--- src/rtl/cnt_seq_ctrl.sv ---
// Sequencer for a WIDTH-bit up-counter with one-shot / auto-reload modes; optional prescaler via CNT_PRESCALE_EN.
// Latency: terminal edge lands limit+1 edges after accept ((limit+1)*PRESCALE with the prescaler); done/tick are registered.
// Backpressure: cmd_ready is low in RUN and whenever abort is high; the host holds the command until accepted.

module cnt_adder #(
   parameter int WIDTH = 4
) (
   input  logic [WIDTH-1:0] a,
   input  logic             cin,
   output logic [WIDTH-1:0] sum,
   output logic             cout
);
   assign {cout, sum} = {1'b0, a} + {{WIDTH{1'b0}}, cin};
endmodule

module cnt_datapath #(
   parameter int WIDTH = 4
) (
   input  logic             clk,
   input  logic             rst,
   input  logic             clr,
   input  logic             adv,
   output logic [WIDTH-1:0] cnt
);
   logic [WIDTH-1:0] sum;
   // The sequencer never advances past the limit, so the carry-out can be ignored.
   logic             unused_cout;

   cnt_adder #(.WIDTH(WIDTH)) u_adder (
      .a    (cnt),
      .cin  (1'b1),
      .sum  (sum),
      .cout (unused_cout)
   );

   always_ff @(posedge clk or negedge rst) begin
      if (!rst)
         cnt <= '0;
      else if (clr)
         cnt <= '0;
      else if (adv)
         cnt <= sum;
   end
endmodule

module cnt_seq_ctrl #(
   parameter int WIDTH    = 4,
   parameter int PRESCALE = 4
) (
   input  logic             clk,
   input  logic             rst,
   input  logic             cmd_valid,
   output logic             cmd_ready,
   input  logic [WIDTH-1:0] cmd_limit,
   input  logic             cmd_reload,
   input  logic             hold,
   input  logic             abort,
   output logic [WIDTH-1:0] cnt,
   output logic             busy,
   output logic             done,
   output logic             tick,
   output logic [WIDTH-1:0] wraps
);
   typedef enum logic [1:0] {
      S_IDLE = 2'd0,
      S_RUN  = 2'd1,
      S_DONE = 2'd2
   } state_t;

   state_t           state_q, state_d;
   logic [WIDTH-1:0] limit_q;
   logic             mode_q;
   logic             accept;
   logic             step;
   logic             cnt_clr, cnt_adv;
   logic             done_d, tick_d, wraps_inc;

   assign cmd_ready = ((state_q == S_IDLE) || (state_q == S_DONE)) && !abort;
   assign accept    = cmd_valid && cmd_ready;
   assign busy      = (state_q == S_RUN);

`ifdef CNT_PRESCALE_EN
   localparam int PW = $clog2(PRESCALE);
   logic [PW-1:0] presc_q;

   assign step = (presc_q == PW'(PRESCALE - 1));

   // Runs only in RUN; frozen by hold, cleared on abort and whenever RUN is (re)entered.
   always_ff @(posedge clk or negedge rst) begin
      if (!rst)
         presc_q <= '0;
      else if ((state_q != S_RUN) || abort)
         presc_q <= '0;
      else if (!hold)
         presc_q <= step ? '0 : presc_q + 1'b1;
   end
`else
   logic [4:0] unused_prescale;
   assign unused_prescale = 5'(PRESCALE);
   assign step = 1'b1;
`endif

   cnt_datapath #(.WIDTH(WIDTH)) u_dp (
      .clk (clk),
      .rst (rst),
      .clr (cnt_clr),
      .adv (cnt_adv),
      .cnt (cnt)
   );

   always_comb begin
      state_d   = state_q;
      cnt_clr   = 1'b0;
      cnt_adv   = 1'b0;
      done_d    = 1'b0;
      tick_d    = 1'b0;
      wraps_inc = 1'b0;
      case (state_q)
         S_IDLE: begin
            if (accept) begin
               state_d = S_RUN;
               cnt_clr = 1'b1;
            end
         end
         S_RUN: begin
            if (abort) begin
               state_d = S_IDLE;
               cnt_clr = 1'b1;
            end else if (hold) begin
               state_d = S_RUN;
            end else if (step) begin
               if (cnt != limit_q) begin
                  cnt_adv = 1'b1;
               end else if (!mode_q) begin
                  state_d = S_DONE;
                  done_d  = 1'b1;
               end else begin
                  cnt_clr   = 1'b1;
                  tick_d    = 1'b1;
                  wraps_inc = 1'b1;
               end
            end
         end
         S_DONE: begin
            // accept already excludes abort, so abort wins over a same-cycle command.
            if (abort) begin
               state_d = S_IDLE;
               cnt_clr = 1'b1;
            end else if (accept) begin
               state_d = S_RUN;
               cnt_clr = 1'b1;
            end
         end
         default: begin
            state_d = S_IDLE;
            cnt_clr = 1'b1;
         end
      endcase
   end

   always_ff @(posedge clk or negedge rst) begin
      if (!rst) begin
         state_q <= S_IDLE;
         limit_q <= '0;
         mode_q  <= 1'b0;
         done    <= 1'b0;
         tick    <= 1'b0;
      end else begin
         state_q <= state_d;
         done    <= done_d;
         tick    <= tick_d;
         if (accept) begin
            limit_q <= cmd_limit;
            mode_q  <= cmd_reload;
         end
      end
   end

   always_ff @(posedge clk or negedge rst) begin
      if (!rst)
         wraps <= '0;
      else if (accept)
         wraps <= '0;
      else if (wraps_inc && (wraps != {WIDTH{1'b1}}))
         wraps <= wraps + 1'b1;
   end
endmodule

--- config.mk ---
export PLATFORM = sky130hd
export DESIGN_NAME = cnt_seq_ctrl
export DESIGN_NICKNAME = d
export VERILOG_FILES = /design/src/rtl/cnt_seq_ctrl.sv
export SDC_FILE = /design/constraint.sdc
export NUM_CORES = 1
export LEC_CHECK = 0
export ABC_AREA = 1
export BUFFER_PORTS_ARGS = -buffer_cell sky130_fd_sc_hd__clkbuf_2
export CORE_AREA = 2 2 48 50
export DETAILED_ROUTE_END_ITERATION = 10
export DIE_AREA = 0 0 50 52
export GPL_TIMING_DRIVEN = 0
export PLACE_DENSITY = 0.76
export SYNTH_ARGS = -nofsm -noshare
export SYNTH_HDL_FRONTEND = slang
export SYNTH_SLANG_ARGS = --single-unit
export TNS_END_PERCENT = 10
--- constraint.sdc ---
create_clock -name clk -period 4.9 [get_ports clk]
set_clock_uncertainty 0.1 [all_clocks]
set_input_delay 0.49 -clock clk [delete_from_list [all_inputs] [get_ports clk]]
set_output_delay 0.49 -clock clk [all_outputs]
set_load 0.02 [all_outputs]
==> run summary <==
Row count - 17
Depth of the CTS H-tree - 1
Number of synthesized register bits - 17
TritonCTS clock tree - done
Initial antenna violation count - 0
Mux cell area share after synthesis - 0%
Max-slew violation count - 0
Post-Synth Simple-Gate Area - 35.99%
Req. time, crit path - 4.31 ns
Routed wire length - 2.025 mm
Compound-gate portion of the synthesized area - 6.917%
Largest family of logic cells by synthesized area - simple AND/OR/NAND/NOR gates
Met2 wire length - 965 µm
Cell area after synthesis - 1067 µm²
IO Port Bufs - 21
Final cell count without fillers - 191
Initial Util - 50.68%
Setup Viol. Count Final - 0
Peak VDD IR - 0.2017 mV
Hold Fails Final Rpt - 0
Largest net degree at the start of global routing - 18
Antenna viol nets, final - 0
Reg2reg setup slack - 3.13 ns
Fin area - 1234 µm²
Gr ovfl total - 0
CTS Buffer Depth - 2
Status - complete, no violations
Clk_lat worst skew - 0.29 ns
Tightest Pin Transition - 0.4476 ns
Area delta synth->final - 15.59%
Hold WC Path Type - primary input to asynchronous set/reset pin
Mean Syn Cell Area - 7.734 µm²
Syn Inst Count - 138
Reg2reg start - state_q[0]$_DFFE_PN0P_
Cts hold-fix bufs - 0
Die Ht - 52 µm
Crit path setup slack, layout - 2.891 ns
Synth Area in XOR/XNOR - 1.641%
Core outline area - 2106 µm²
Final Core Density - 58.59%
Ratio of cells with drive above 1 in the final layout - 25.77%
Crit. Startpoint - state_q[0]$_DFFE_PN0P_
PD cells - 440.3 nW/µm²
CTS Root Cell - clkbuf_4
Post-CTS resize count - 0
Worst Setup EP - cmd_ready
Period utilisation layout - 41.00%
Detailed-route via count - 931
Fmax - 497.7 MHz
Crit Path Max Fanout - 4
R2R depth - 10
Startpoint types - flip-flop
Postcts setup bufs - 0
Hold slack - 0.01944 ns
Register area share after synthesis - 39.86%
DR top layer - met4
Adder-Cell Fraction of Synth Area - 7.034%
Minimum clock period - 2.009 ns
Clk sinks - 17
Width of the die - 50 µm
Leakage power - 0.6631 nW
DR iter-0 viols - 17
Arrival time worst endpoint - 1.42 ns
YS warnings - 0
Cells after DPL - 187
Reg2Reg Capture Point - state_q[0]$_DFFE_PN0P_
Vias in the first global route - 832
Diodes inserted - 0
Synthesized net count - 154
Overall routing resource usage - 18.67%
Setup CP Type - flip-flop to primary output
First-pass GRT wire length - 3.636 mm
Final Power - 543.2 µW
Gpl congestion - 0.8399
RSZ-0062 raised after global routing - no
Setup_tns - 0 ns
Cts bufs inserted - 3
Full die area - 2600 µm²
Slew margin rel. - 70.16%
Setup WS pre-CTS - 3.163 ns
Worst-path clk slew - 0.10 ns
Max Cap Viol - 0
Vias per cell - 4.874
Routed wl met3 - 86 µm
Crit. End Element - primary output
Drc violations - 0
Pre-Repair DR Iteration Count - 4
Routed length per instance - 10.60 µm
Post-DP Area - 1207 µm²
IO Count - 22
Synth cell types - 21
M1 wire length - 956 µm
Post-DP HPWL - 1.648 mm
Final nets - 180
==> worst min path at each step <==
stage	startpoint	to	slack (ns)	cells after the start
4_1_cts	rst	mode_q$_DFFE_PN0P_	0.02	1
3_3_place_gp	rst	state_q[0]$_DFFE_PN0P_	0.35	1
6_report	rst	mode_q$_DFFE_PN0P_	0.02	1
5_1_grt	rst	done$_DFF_PN0_	0.04	1
3_5_place_dp	rst	mode_q$_DFFE_PN0P_	0.35	1
2_1_floorplan	rst	done$_DFF_PN0_	0.09	0
==> cell usage after synthesis, drive strengths merged <==
| master | count | area (µm²) |
|---|---|---|
| nand3 | 14 | 82.58 |
| a21oi | 2 | 10.01 |
| buf | 1 | 5.000 |
| o2bb2ai | 1 | 8.760 |
| or2 | 1 | 6.260 |
| ha | 6 | 75.07 |
| nor2 | 12 | 67.56 |
| inv | 22 | 82.57 |
| nand4 | 5 | 31.28 |
| nor3 | 1 | 16.27 |
| o21ai | 11 | 55.05 |
| clkbuf | 1 | 3.750 |
| dfrtp | 17 | 425.4 |
| xor2 | 2 | 17.52 |
| nand2 | 42 | 180.2 |
==> flip-flops by register name, indices dropped and copies added, names as in the netlist <==
signal    count
done          1
limit_q       4
mode_q        1
state_q       2
tick          1
u_dp.cnt      4
wraps         4
==> critical path: stages, from the launching register on <==
cell and delay [ns]:
dfrtp_1 0.41, inv_1 0.13, ha_1 0.21, inv_1 0.07, a21oi_1 0.13, clkbuf_2 0.18
==> cell type report <==
cell class                      count  area (µm²)
Fill cell                         188       872.1
Sequential cell                    17       425.4
Tap cell                           28       35.03
Buffer                              2       8.758
Clock buffer                        4       26.28
Multi-Input combinational cell     97       550.5
Timing Repair Buffer               21       105.1
Inverter                           22       82.58
==> logic make-up after synthesis <==
logic type | Yosys count
buffers and inverters | 24
and+or+nand+nor | 75
adders and majority gates | 6
xor gates and xnor gates | 2
DFF | 17
AOI/OAI and AO/OA | 14
==> cells in the final DEF (no fill, tap or decap), drive strengths merged <==
master / count
nand3: 14
a21oi: 2
o2bb2ai: 1
inv: 22
clkbuf: 26
nor2: 12
nand2: 42
or2: 1
nor3: 1
xor2: 2
buf: 1
dfrtp: 17
o21ai: 11
ha: 6
nand4: 5
==> routing by layer <==
layer	track usage [%]	vias up
met1	23.12	419
met2	31.36	20
met5	0	-
met3	5.460	3
li1	-	489
met4	5.556	0
==> power by group <==
group / leakage [nW] / switching [mW] / internal, mW
Combinational: 0.421 / 0.177 / 0.0868
Clock: 0.0150 / 0.0430 / 0.0317
Sequential: 0.227 / 0.0305 / 0.174
Power figures use the tool's default switching activity.
